File: src/rtl/pipe_ctrl.sv
// Central stall/flush controller for the in-order backend: tracks load-use,
// multi-cycle muldiv occupancy and the data-memory handshake, and drives stall/kill per stage.
module pipe_ctrl #(
  parameter int LREG_W     = 5,
  parameter int MULDIV_LAT = 4,
  parameter int PERF_W     = 32
) (
  input  logic              clock,
  input  logic              reset_n,
  input  logic              id_valid,
  input  logic [LREG_W-1:0] id_rs1,
  input  logic [LREG_W-1:0] id_rs2,
  input  logic              id_src1_is_reg,
  input  logic              id_src2_is_reg,
  input  logic              ex_valid,
  input  logic [LREG_W-1:0] ex_rd,
  input  logic              ex_need_to_wb,
  input  logic              ex_is_load,
  input  logic              ex_is_muldiv,
  input  logic              redirect_valid,
  input  logic              mem_valid,
  input  logic              mem_is_ls,
  input  logic              dmem_req_ready,
  input  logic              dmem_resp_valid,
  output logic              dmem_req_valid,
  output logic              if_id_stall,
  output logic              id_ex_stall,
  output logic              ex_mem_stall,
  output logic              mem_wb_stall,
  output logic              if_id_kill,
  output logic              id_ex_kill,
  output logic              ex_mem_kill,
  output logic              mem_wb_kill,
  output logic              flush_fire,
  output logic [PERF_W-1:0] stall_cycles
);

  typedef enum logic [1:0] {M_IDLE, M_REQ, M_WAIT} mem_state_e;

  localparam int                MD_W    = (MULDIV_LAT > 1) ? $clog2(MULDIV_LAT) : 1;
  localparam logic [MD_W-1:0]   MD_LAST = MD_W'(MULDIV_LAT - 1);

  mem_state_e        mem_state_q, mem_state_d;
  logic [MD_W-1:0]   md_cnt_q, md_cnt_d;
  logic [PERF_W-1:0] stall_cnt_q, stall_cnt_d;

  logic mem_pending, mem_stall, md_stall, ex_hold, flush, load_use;
  logic rs1_hit, rs2_hit;

  assign mem_pending = mem_valid & mem_is_ls;
  // A response only retires the op once the request has actually been accepted.
  assign mem_stall   = mem_pending & ~((mem_state_q == M_WAIT) & dmem_resp_valid);
  assign md_stall    = ex_valid & ex_is_muldiv & (md_cnt_q != MD_LAST);
  assign ex_hold     = mem_stall | md_stall;
  assign flush       = redirect_valid & ex_valid & ~ex_hold;

  assign rs1_hit  = id_src1_is_reg & (id_rs1 == ex_rd);
  assign rs2_hit  = id_src2_is_reg & (id_rs2 == ex_rd);
  assign load_use = ex_valid & ex_is_load & ex_need_to_wb & (ex_rd != '0) & id_valid
                  & (rs1_hit | rs2_hit);

  assign dmem_req_valid = ((mem_state_q == M_IDLE) & mem_pending) | (mem_state_q == M_REQ);

  assign mem_wb_stall = 1'b0;
  assign mem_wb_kill  = mem_stall;
  assign ex_mem_stall = mem_stall;
  assign ex_mem_kill  = md_stall & ~mem_stall;
  assign id_ex_stall  = ex_hold;
  assign id_ex_kill   = ~ex_hold & (flush | load_use);
  assign if_id_stall  = ex_hold | (load_use & ~flush);
  assign if_id_kill   = flush;
  assign flush_fire   = flush;
  assign stall_cycles = stall_cnt_q;

  // NOTE: every variable written here gets a default first so no latch is inferred.
  always_comb begin
    mem_state_d = mem_state_q;
    unique case (mem_state_q)
      M_IDLE:  if (mem_pending) mem_state_d = dmem_req_ready ? M_WAIT : M_REQ;
      M_REQ:   if (dmem_req_ready) mem_state_d = M_WAIT;
      M_WAIT:  if (dmem_resp_valid) mem_state_d = M_IDLE;
      default: mem_state_d = M_IDLE;
    endcase
  end

  // Count saturates at MD_LAST while EX is held only by a memory stall.
  always_comb begin
    md_cnt_d = md_cnt_q;
    if (!ex_hold)      md_cnt_d = '0;
    else if (md_stall) md_cnt_d = md_cnt_q + MD_W'(1);
  end

  always_comb begin
    stall_cnt_d = stall_cnt_q;
    if (if_id_stall) stall_cnt_d = stall_cnt_q + PERF_W'(1);
  end

  // NOTE: state registers use non-blocking assignment so all flops update together.
  always_ff @(posedge clock or negedge reset_n) begin
    if (!reset_n) begin
      mem_state_q <= M_IDLE;
      md_cnt_q    <= '0;
      stall_cnt_q <= '0;
    end else begin
      mem_state_q <= mem_state_d;
      md_cnt_q    <= md_cnt_d;
      stall_cnt_q <= stall_cnt_d;
    end
  end

endmodule

File: config.mk
export PLATFORM = sky130hd
export DESIGN_NAME = pipe_ctrl
export DESIGN_NICKNAME = d
export VERILOG_FILES = /design/src/rtl/pipe_ctrl.sv
export SDC_FILE = /design/constraint.sdc
export NUM_CORES = 1
export LEC_CHECK = 0
export ABC_AREA = 1
export BUFFER_PORTS_ARGS = -buffer_cell sky130_fd_sc_hd__buf_2
export CAP_MARGIN = 25
export CORE_MARGIN = 8
export CORE_UTILIZATION = 50
export DETAILED_ROUTE_END_ITERATION = 6
export PLACE_DENSITY = 0.74
export SYNTH_ARGS = -nofsm -noshare
export SYNTH_HDL_FRONTEND = slang
export SYNTH_SLANG_ARGS = --single-unit
File: constraint.sdc
create_clock -name clock -period 2.3 [get_ports clock]
set_input_delay 0.115 -clock clock [delete_from_list [all_inputs] [get_ports clock]]
set_output_delay 0.115 -clock clock [all_outputs]
set_load 0.02 [all_outputs]
==> impl_results.md, run 1 <==
* Final period util at between 90% and 100%
* Gr ovfl total at 0
* Most common library cells after synthesis: nand2_1, nor2_1, nand3_1
* Clk sinks at 36
* R2R setup slack at between 0.3 and 0.4 ns
* # fillers at ~500
* Pwr/cell area at 499 mW/mm²
* Most frequent cell after synthesis: nand2_1
* RD Place Congestion at roughly 0.91
* Reg clk slew, reported paths at ~0.070 ns
* Initial Utilization at around 52%
* Max_slew headroom at a little under half
* Port Buf Inserts at just under 70
* Crit-path max cell delay at 0.40 ns
* Routed Antenna Nets at 0
* Vias at between 2000 and 3000
* First-pass GRT wire length at approximately 13000 µm
* Total Routing Usage GR at 20.1%
* Wire per inst at between 10 and 15 µm
* Pleak at ~1.8 nW
* Max Slew Vio Count at 0
* Critical path class: reg2out
* Final-report hold violation count at 0
* First-pass DRT Iterations at 4
* Leading area contributor after synthesis: dfrtp_1
* Post-synth EDFFs at 0
* Die X at between 80 and 90 µm
* Pre-CTS WS at ~0.25 ns
* Initial drt markers at 151
* Worst-case hold path end point: mem_state_q[0]
* H-Tree Depth at 2
* Type of the most critical hold path: in2reg
* Setup TNS at 0 ns
* Die area at slightly below 0.008 mm²
* DIE HEIGHT at roughly 89 µm
* Final Skew at approximately 0.0043 ns
* Startpoint class of the critical path: flop
* CTS root buf: clkbuf_8
* Critical-path top delay cell: dfrtp_1
* Detailed Place HPWL at 5500 µm
* CP Capture Type: primary output
* Row cnt at 26
* Initial antenna violation count at 0
* Top cell type's share of synthesized area at 33.9%
* Crit path buf inv count at 1
* Max-cap violations at 0
* Slew @ Worst Pin at approximately 0.8 ns
* Post-cts repair resize count at 0
* Hold Path Depth at 3
* Status: finished, final reports clean
* Final instance area at 0.00315 mm²
* CP delay by family, top: simple AND/OR/NAND/NOR gates
* RSZ-0062 raised after global routing: false
* Vias in the first global route at 2726
* Final setup fails at 0
* Largest cells by area after synthesis: dfrtp_1, nand2_1, nand3_1
* CTS max path bufs at 2
* Final WL at 7330 µm
* Worst setup margin at between 0.2 and 0.25 ns
* Antenna Cells at 0
* Syn_nets at around 450
* Minimum clock period at approximately 2.1 ns
* Yosys warns at 0
* CP arrival at between 1.5 and 2 ns
* Max Freq at between 0.4 and 0.5 GHz
* Post-DP Area at approximately 0.0030 mm²
* Mean Syn Cell Area at around 6.4 µm²
* Worst EP required at 2.18 ns
* Critical R2R Launch: stall_cycles[0]
* P&R area growth vs syn at 18.5%
* Library cells used by synthesis at 29
* Pin count of the biggest net entering global routing at 37
* Post-layout nets at 516
* Final core utilization at between 60 and 70%
* Synthesized area at 0.00266 mm²
* HP Start: dmem_req_ready
* Vias/cell at between 4 and 5
* Post-synthesis sequential area ratio at approximately 34%
* Crit path max fanout at 33
* Share of layout cells above drive strength 1 at ~18%
* Ys flop type: dfrtp_1
* Clk_lat worst skew at between 0.2 and 0.3 ns
* Worst hold margin at between 0.1 and 0.15 ns
* Worst reg2reg path endpoint: stall_cycles[26]
* Synth Register Bits at 36
* Post-route DRC at 0
* IO Count at ~70
* TritonCTS clock tree: built
* CTS Buf Count at 5
* Mapped Cells at 414
* Core area at slightly above 0.005 mm²
* FFs w/ async S/R, synth at 100%
* R2R cell count at 10
* Crit-path cells: ha_1, nor3_4, nor2_8, nand3_2, nand3_4, nand2_4, buf_2
* Worst VDD drop at 0.372 mV
routing by layer:
| metal | global-route usage (%) | share of wire, % |
|---|---|---|
| met1 | 25.3 | 45 |
| met3 | 3.49 | 7.1 |
| met4 | 4.61 | 1.0 |
| met5 | 0 | 0 |
| met2 | 34.5 | 47 |
power breakdown:
| part | internal, mW | switching [mW] | leakage (nW) |
|---|---|---|---|
| logic | 0.132 | 0.233 | 1.25 |
| registers | 0.676 | 0.0668 | 0.494 |
| clock network | 0.244 | 0.219 | 0.0455 |
| total | 1.05 | 0.519 | 1.79 |
worst min-delay path, cell delays in order:
cell,delay [ns]
buf_2,0.07
inv_1,0.04
and2_1,0.15
how the worst max path moves through the flow:
stage                    start               end  slack [ns]  cells past startpoint
2_1_floorplan  stall_cycles[0]  stall_cycles[26]        0.61                     10
3_3_place_gp       md_cnt_q[0]       if_id_stall        0.33                      7
3_5_place_dp    mem_state_q[0]  stall_cycles[15]        0.25                     10
4_1_cts         mem_state_q[0]       if_id_stall        0.08                      9
5_1_grt            md_cnt_q[0]       if_id_stall        0.06                      7
6_report           md_cnt_q[0]       if_id_stall        0.22                      7
cells in the final DEF, fill, tap and decap left out, types with 2 or more instances in the layout:
cell / count
clkbuf_1: 2
xor2_1: 12
nand3_1: 41
nand3b_1: 8
dfrtp_1: 36
xnor2_1: 8
buf_2: 69
buf_4: 5
inv_1: 40
ha_1: 2
nand4_1: 5
nor2_1: 52
nand2_1: 179
clkbuf_8: 6
nor3_1: 5
cells by family (layout without fill, tap and decap cells):
group / after synthesis / count (layout) / share of synthesized area [%]
simple gates: 296 / 297 / 47.8
buf+inv: 53 / 124 / 9.18
flops: 36 / 36 / 33.9
xor+xnor: 20 / 20 / 6.59
compound gates: 6 / 6 / 1.51
fa+ha+maj: 2 / 2 / 0.941
other cells: 1 / 1 / 0.141
flip-flops by register name (all words and copies together), names as in the netlist:
signal	cells
mem_state_q	2
md_cnt_q	2
stall_cycles	32
final cells by class:
class | count | area (µm²) | area share, %
multi-input cells | 326 | 1530 | 48.4
flip-flops and latches | 36 | 901 | 28.6
repair buffers | 75 | 393 | 12.5
inverters | 41 | 154 | 4.88
clock buffers | 8 | 90.1 | 2.86
well taps | 70 | 87.6 | 2.78
through the flow:
step                      instances  power [mW]
after global routing            556        1.67
after global placement          542        1.10
after floorplan                 414       0.985
after detailed placement        542        1.11
after CTS                       553        1.58
final                           556        1.57
what timing repair did:
| action | in CTS | in global routing |
|---|---|---|
| gates cloned | 1 | 0 |
| buffers inserted | 1 | 3 |
| hold buffers | 1 | 0 |
| endpoints found under the hold margin | 36 | 0 |
| pin swaps | 2 | 1 |
| endpoints found under the setup margin | 1 | 1 |
Power figures use the tool's default switching activity.
==> run 2: changes to the inputs <==
--- a/config.mk
+++ b/config.mk
@@ -11,7 +11,7 @@
 export CORE_MARGIN = 8
 export CORE_UTILIZATION = 50
 export DETAILED_ROUTE_END_ITERATION = 6
-export PLACE_DENSITY = 0.74
+export PLACE_DENSITY = 0.76
 export SYNTH_ARGS = -nofsm -noshare
 export SYNTH_HDL_FRONTEND = slang
 export SYNTH_SLANG_ARGS = --single-unit
==> run 2 against run 1 <==
Via count shrank 0.33%. Critical endpoint unchanged. Highest routed layer unchanged. Critical path depth is the same. Largest power group unchanged. Combinational power grew 1%. Cell count is the same. Sequential power shrank 0.5%.
==> impl_results.md, run 2 (synthesized netlist as in run 1, its figures left out) <==
* Status: finished, final reports clean (unchanged)
* Tot Pwr at 1.53 mW (was 1.57 mW)
* Initial Utilization at 52.1% (unchanged)
* Post-route DRC at 0 (unchanged)
* Detailed Place HPWL at 5350 µm (was 5500 µm)
* Vias/cell at 4.93 (was 4.95)
* Commonest non-fill, non-tap cells in the layout: nand2_1, buf_2, nor2_1, nand3_1, inv_1 (unchanged)
* Vias at 2741 (was 2750)
* Reg clk slew, reported paths at 0.07 ns (about the same)
* Share of layout cells above drive strength 1 at 18.1% (was 17.9%)
* Non-Filler Instances at 556 (unchanged)
* Final-report hold violation count at 0 (unchanged)
* Antenna Cells at 0 (unchanged)
* Slew @ Worst Pin at 0.797 ns (was 0.817 ns)
* Core area at 0.00511 mm² (unchanged)
* P&R area growth vs syn at 18.3% (was 18.5%)
* R2R setup slack at 0.33 ns (was 0.36 ns)
* Post-layout nets at 517 (was 516)
* Port Buf Inserts at 69 (unchanged)
* Routed Antenna Nets at 0 (unchanged)
* Total Routing Usage GR at 19.6% (was 20.1%)
* Crit-path max cell delay at 0.40 ns (about the same)
* Die X at 88.9 µm (unchanged)
* H-Tree Depth at 2 (unchanged)
* Final period util at 89.1% (was 90.5%)
* Worst EP required at 2.18 ns (about the same)
* Final core utilization at 61.6% (was 61.7%)
* # fillers at 515 (was 498)
* Max-cap violations at 0 (unchanged)
* Critical-path top delay cell: dfrtp_1 (unchanged)
* Die area at 0.00791 mm² (unchanged)
* Clk_lat worst skew at 0.28 ns (about the same)
* Vias in the first global route at 2711 (was 2726)
* Setup crit start: md_cnt_q[0] (unchanged)
* CP Capture Type: primary output (unchanged)
* Number of flip-flops in the largest register at 32 (unchanged)
* TritonCTS clock tree: built (unchanged)
* First-pass DRT Iterations at 4 (unchanged)
* Type of the most critical hold path: in2reg (unchanged)
* R2R cell count at 10 (unchanged)
* Wire per inst at 12.7 µm (was 13.2 µm)
* CTS max path bufs at 2 (unchanged)
* CP delay by family, top: simple AND/OR/NAND/NOR gates (unchanged)
* Post-DP Area at 0.00301 mm² (unchanged)
* Hold Path Depth at 4 (was 3)
* Initial antenna violation count at 0 (unchanged)
* Row cnt at 26 (unchanged)
* Pwr/cell area at 487 mW/mm² (was 499 mW/mm²)
* Gr ovfl total at 0 (unchanged)
* Final Skew at 0.00396 ns (was 0.00429 ns)
* Commonest non-fill, non-tap cell in the layout: nand2_1 (unchanged)
* Pin count of the biggest net entering global routing at 37 (unchanged)
* Initial drt markers at 134 (was 151)
* WP depth at 7 (unchanged)
* First-pass GRT wire length at 12400 µm (was 12500 µm)
* Minimum clock period at 2.05 ns (was 2.08 ns)
* Crit path max fanout at 33 (unchanged)
* Worst VDD drop at 0.280 mV (was 0.372 mV)
* IO Count at 71 (unchanged)
* Critical path class: reg2out (unchanged)
* CP arrival at 1.94 ns (was 1.97 ns)
* Post-Place Cells at 542 (unchanged)
* RSZ-0062 raised after global routing: false (unchanged)
* Max Freq at 0.488 GHz (was 0.480 GHz)
* Setup TNS at 0 ns (unchanged)
* Clk sinks at 36 (unchanged)
* Crit path buf inv count at 1 (unchanged)
* Final WL at 7090 µm (was 7330 µm)
* Startpoint class of the critical path: flop (unchanged)
* CTS root buf: clkbuf_8 (unchanged)
* Max Slew Vio Count at 0 (unchanged)
* Worst reg2reg path endpoint: stall_cycles[26] (unchanged)
* Final instance area at 0.00315 mm² (about the same)
* Pleak at 1.79 nW (about the same)
* Final setup fails at 0 (unchanged)
* Max_slew headroom at 46.9% (was 45.5%)
* Crit-path cells: ha_1, nor3_4, nor2_8, nand3_2, nand3_4, nand2_4, buf_2 (unchanged)
* RD Place Congestion at 0.884 (was 0.910)
* DIE HEIGHT at 88.9 µm (unchanged)
* Worst setup path end: if_id_stall (unchanged)
* HP Start: dmem_resp_valid (was dmem_req_ready)
* Critical R2R Launch: stall_cycles[0] (unchanged)
* CTS Buf Count at 5 (unchanged)
-- run 2: cell count changes in the layout (fill, tap and decap cells not counted) --
cell and change:
clkbuf_8 -1, clkbuf_1 -1, buf_4 +1, clkinv_2 +1
-- run 2: worst min-delay path by stage --
| stage | slack, ns | to |
|---|---|---|
| global placement | 0.23 | stall_cycles[2] |
| floorplan | -0.18 | md_cnt_q[0] |
| detailed placement | 0.24 | stall_cycles[2] |
| global route | 0.15 | mem_state_q[0] |
| finish | 0.14 | mem_state_q[1] |
| CTS | 0.12 | mem_state_q[1] |
-- run 2: worst register-to-register path: cells and delay by family (launching register included) --
family        cells  cell delay [ns]
fa+ha+maj         1             0.31
buf+inv           1             0.14
flops             1             0.44
simple gates      8             0.98
-- run 2: cell type report --
cell class	instances	area, µm²	area share (%)
Multi-Input combinational cell	326	1530	48.5
Sequential cell	36	901	28.6
Inverter	41	154	4.89
Clock buffer	6	72.6	2.31
Tap cell	70	87.6	2.78
Timing Repair Buffer	76	400	12.7
Clock inverter	1	5.00	0.159
-- run 2: layer usage --
| metal | up-vias | global-route usage [%] | wire length, µm | part of all wire [%] |
|---|---|---|---|---|
| met1 | 1241 | 24.3 | 3060 | 43 |
| met4 | 0 | 4.45 | 58 | 0.82 |
| li1 | 1424 | - | - | - |
| met5 | - | 0 | 0 | 0 |
| met3 | 6 | 3.49 | 468 | 6.6 |
| met2 | 70 | 34.2 | 3500 | 49 |
-- run 2: stage by stage --
stage | setup WS [ns] | hold slack (ns)
after global routing | 0.130 | 0.150
final | 0.250 | 0.135
after detailed placement | 0.269 | 0.244
after global placement | 0.322 | 0.235
after floorplan | 0.607 | -0.181
after CTS | 0.0777 | 0.119
-- run 2: report_power, final --
part	leakage [nW]	internal (mW)	switching [mW]
Clock	0.0410	0.206	0.217
Combinational	1.26	0.135	0.234
Sequential	0.494	0.676	0.0633
-- run 2: timing repair --
| item | 4_1_cts | 5_1_grt |
|---|---|---|
| endpoints found under the hold margin | 36 | 0 |
| cloned | 1 | 0 |
| hold buffers | 1 | 0 |
| setup endpoints to repair | 1 | 1 |
| pin swaps | 2 | 1 |
| gates resized for setup | 0 | 0 |
| setup buffers | 1 | 4 |
==> run 3: changes to the inputs <==
--- a/config.mk
+++ b/config.mk
@@ -6,7 +6,7 @@
 export NUM_CORES = 1
 export LEC_CHECK = 0
 export ABC_AREA = 1
-export BUFFER_PORTS_ARGS = -buffer_cell sky130_fd_sc_hd__buf_2
+export BUFFER_PORTS_ARGS = -buffer_cell sky130_fd_sc_hd__buf_4
 export CAP_MARGIN = 25
 export CORE_MARGIN = 8
 export CORE_UTILIZATION = 50
==> run 3 against run 2 <==
Register-to-register slack worse by 0.02 ns. Sequential share of layout area down 1.5 points. Via count down 0.33%. Fmax down 1.3%. Hold slack worse by 0.024 ns. Clock-buffer cell count up 1. Non-clock buffer count down 2. Largest power group unchanged. Highest routed layer unchanged.
==> impl_results.md, run 3 (synthesized netlist as in run 1, its figures left out) <==
* Status: finished, final reports clean (unchanged)
* Share of layout cells above drive strength 1 at 18.0% (was 18.1%)
* TritonCTS clock tree: built (unchanged)
* First-pass DRT Iterations at 4 (unchanged)
* Initial antenna violation count at 0 (unchanged)
* R2R cell count at 10 (unchanged)
* Port Buf Inserts at 69 (unchanged)
* Worst hold margin at 0.111 ns (was 0.135 ns)
* Final period util at 90.3% (was 89.1%)
* CTS Buf Count at 5 (unchanged)
* Commonest non-fill, non-tap cells in the layout: nand2_1, buf_4, nor2_1, nand3_1, inv_1 (was nand2_1, buf_2, nor2_1, nand3_1, inv_1)
* HP Start: dmem_resp_valid (unchanged)
* Crit path max fanout at 33 (unchanged)
* CP arrival at 1.96 ns (was 1.94 ns)
* Final Skew at 0.00995 ns (was 0.00396 ns)
* IO Count at 71 (unchanged)
* Worst EP required at 2.18 ns (about the same)
* Post-route DRC at 0 (unchanged)
* Number of flip-flops in the largest register at 32 (unchanged)
* Reg clk slew, reported paths at 0.08 ns (was 0.07 ns)
* Clk sinks at 36 (unchanged)
* H-Tree Depth at 2 (unchanged)
* Crit path top cell by count: buf_4
* Pin count of the biggest net entering global routing at 37 (unchanged)
* Type of the most critical hold path: in2reg (unchanged)
* Max Slew Vio Count at 0 (unchanged)
* Gr ovfl total at 0 (unchanged)
* Non-Filler Instances at 554 (was 556)
* Max Freq at 0.482 GHz (was 0.488 GHz)
* Antenna Cells at 0 (unchanged)
* P&R area growth vs syn at 24.9% (was 18.3%)
* Worst reg2reg path endpoint: stall_cycles[26] (unchanged)
* Pre-CTS WS at 0.226 ns (was 0.269 ns)
* Final-report hold violation count at 0 (unchanged)
* Pleak at 1.82 nW (was 1.79 nW)
* Final WL at 7560 µm (was 7090 µm)
* Core area at 0.00511 mm² (unchanged)
* Max-cap violations at 0 (unchanged)
* Row cnt at 26 (unchanged)
* Vias/cell at 4.93 (about the same)
* Vias at 2732 (was 2741)
* Commonest non-fill, non-tap cell in the layout: nand2_1 (unchanged)
* Die X at 88.9 µm (unchanged)
* Final setup fails at 0 (unchanged)
* Hold Path Depth at 4 (unchanged)
* Clk_lat worst skew at 0.30 ns (was 0.28 ns)
* R2R setup slack at 0.31 ns (was 0.33 ns)
* Critical path class: reg2out (unchanged)
* Die area at 0.00791 mm² (unchanged)
* CTS root buf: clkbuf_8 (unchanged)
* Vias in the first global route at 2681 (was 2711)
* Wire per inst at 13.6 µm (was 12.7 µm)
* Critical-path top delay cell: dfrtp_1 (unchanged)
* Post-Place Cells at 542 (unchanged)
* Worst VDD drop at 0.364 mV (was 0.280 mV)
* RSZ-0062 raised after global routing: false (unchanged)
* Worst setup margin at 0.223 ns (was 0.250 ns)
* Post-cts repair resize count at 0 (unchanged)
* Routed Antenna Nets at 0 (unchanged)
* RD Place Congestion at 0.928 (was 0.884)
* First-pass GRT wire length at 12500 µm (was 12400 µm)
* Minimum clock period at 2.08 ns (was 2.05 ns)
* CP Capture Type: primary output (unchanged)
* DIE HEIGHT at 88.9 µm (unchanged)
* Pwr/cell area at 499 mW/mm² (was 487 mW/mm²)
* Post-DP Area at 0.00318 mm² (was 0.00301 mm²)
* Crit-path cells: ha_1, nor3_4, nor2_8, buf_4, nand2_4, buf_4 (was ha_1, nor3_4, nor2_8, nand3_2, nand3_4, nand2_4, buf_2)
* Total Routing Usage GR at 20.4% (was 19.6%)
* Detailed Place HPWL at 5580 µm (was 5350 µm)
* Startpoint class of the critical path: flop (unchanged)
* CTS max path bufs at 2 (unchanged)
* Critical R2R Launch: stall_cycles[0] (unchanged)
* Initial Utilization at 52.1% (unchanged)
* Worst-case hold path end point: mem_state_q[1] (unchanged)
* Setup TNS at 0 ns (unchanged)
* Initial drt markers at 159 (was 134)
* Final core utilization at 65.0% (was 61.6%)
* Final instance area at 0.00332 mm² (was 0.00315 mm²)
* Crit-path max cell delay at 0.40 ns (about the same)
* Tot Pwr at 1.66 mW (was 1.53 mW)
* Post-layout nets at 515 (was 517)
==> run 3: cell count changes in the layout (fill, tap and decap cells not counted) <==
cell,change
buf_2,-69
clkbuf_1,-1
buf_4,+67
clkbuf_8,+2
clkinv_2,-1
==> run 3: worst max-delay path by stage <==
stage                         start          endpoint  depth (start not counted)
floorplan           stall_cycles[0]  stall_cycles[26]                         10
global placement    stall_cycles[0]  stall_cycles[26]                         10
detailed placement   mem_state_q[0]   stall_cycles[4]                         10
CTS                  mem_state_q[0]       if_id_stall                          9
global route        stall_cycles[0]  stall_cycles[26]                         10
finish                  md_cnt_q[0]       if_id_stall                          6
==> run 3: power by group <==
part	switching (mW)	total, mW	internal [mW]
logic	0.233	0.404	0.170
clock network	0.237	0.504	0.267
registers	0.0749	0.750	0.676
==> run 3: critical path, delay by kind of cell, from the launching register on <==
family	cells	cell delay, ns
flip-flops	1	0.40
adder cells (fa/ha/maj)	1	0.23
AND/OR/NAND/NOR	3	0.61
buffers and inverters	2	0.41
==> run 3: cell type report <==
cell class	instances	area, µm²
tap	70	87.6
timing repair buffer	74	558
inverter	41	154
clock buffer	7	96.3
sequential	36	901
fill	491	1790
multi-input combinational	326	1530
==> run 3: timing repair <==
action | CTS | global route
endpoints found under the setup margin | 1 | 1
hold endpoints to repair | 36 | 0
hold buffers | 1 | 0
cloned | 1 | 0
pin swaps | 2 | 1
setup buffers | 1 | 2
==> run 3: metal layers <==
| layer | vias to the layer above | part of all wire [%] | wire [µm] | GRT usage (%) |
|---|---|---|---|---|
| li1 | 1419 | - | - | - |
| met1 | 1218 | 41 | 3120 | 24.1 |
| met2 | 84 | 50 | 3760 | 35.4 |
| met3 | 11 | 7.5 | 568 | 4.41 |
| met4 | 0 | 1.5 | 112 | 6.61 |
| met5 | - | 0 | 0 | 0 |
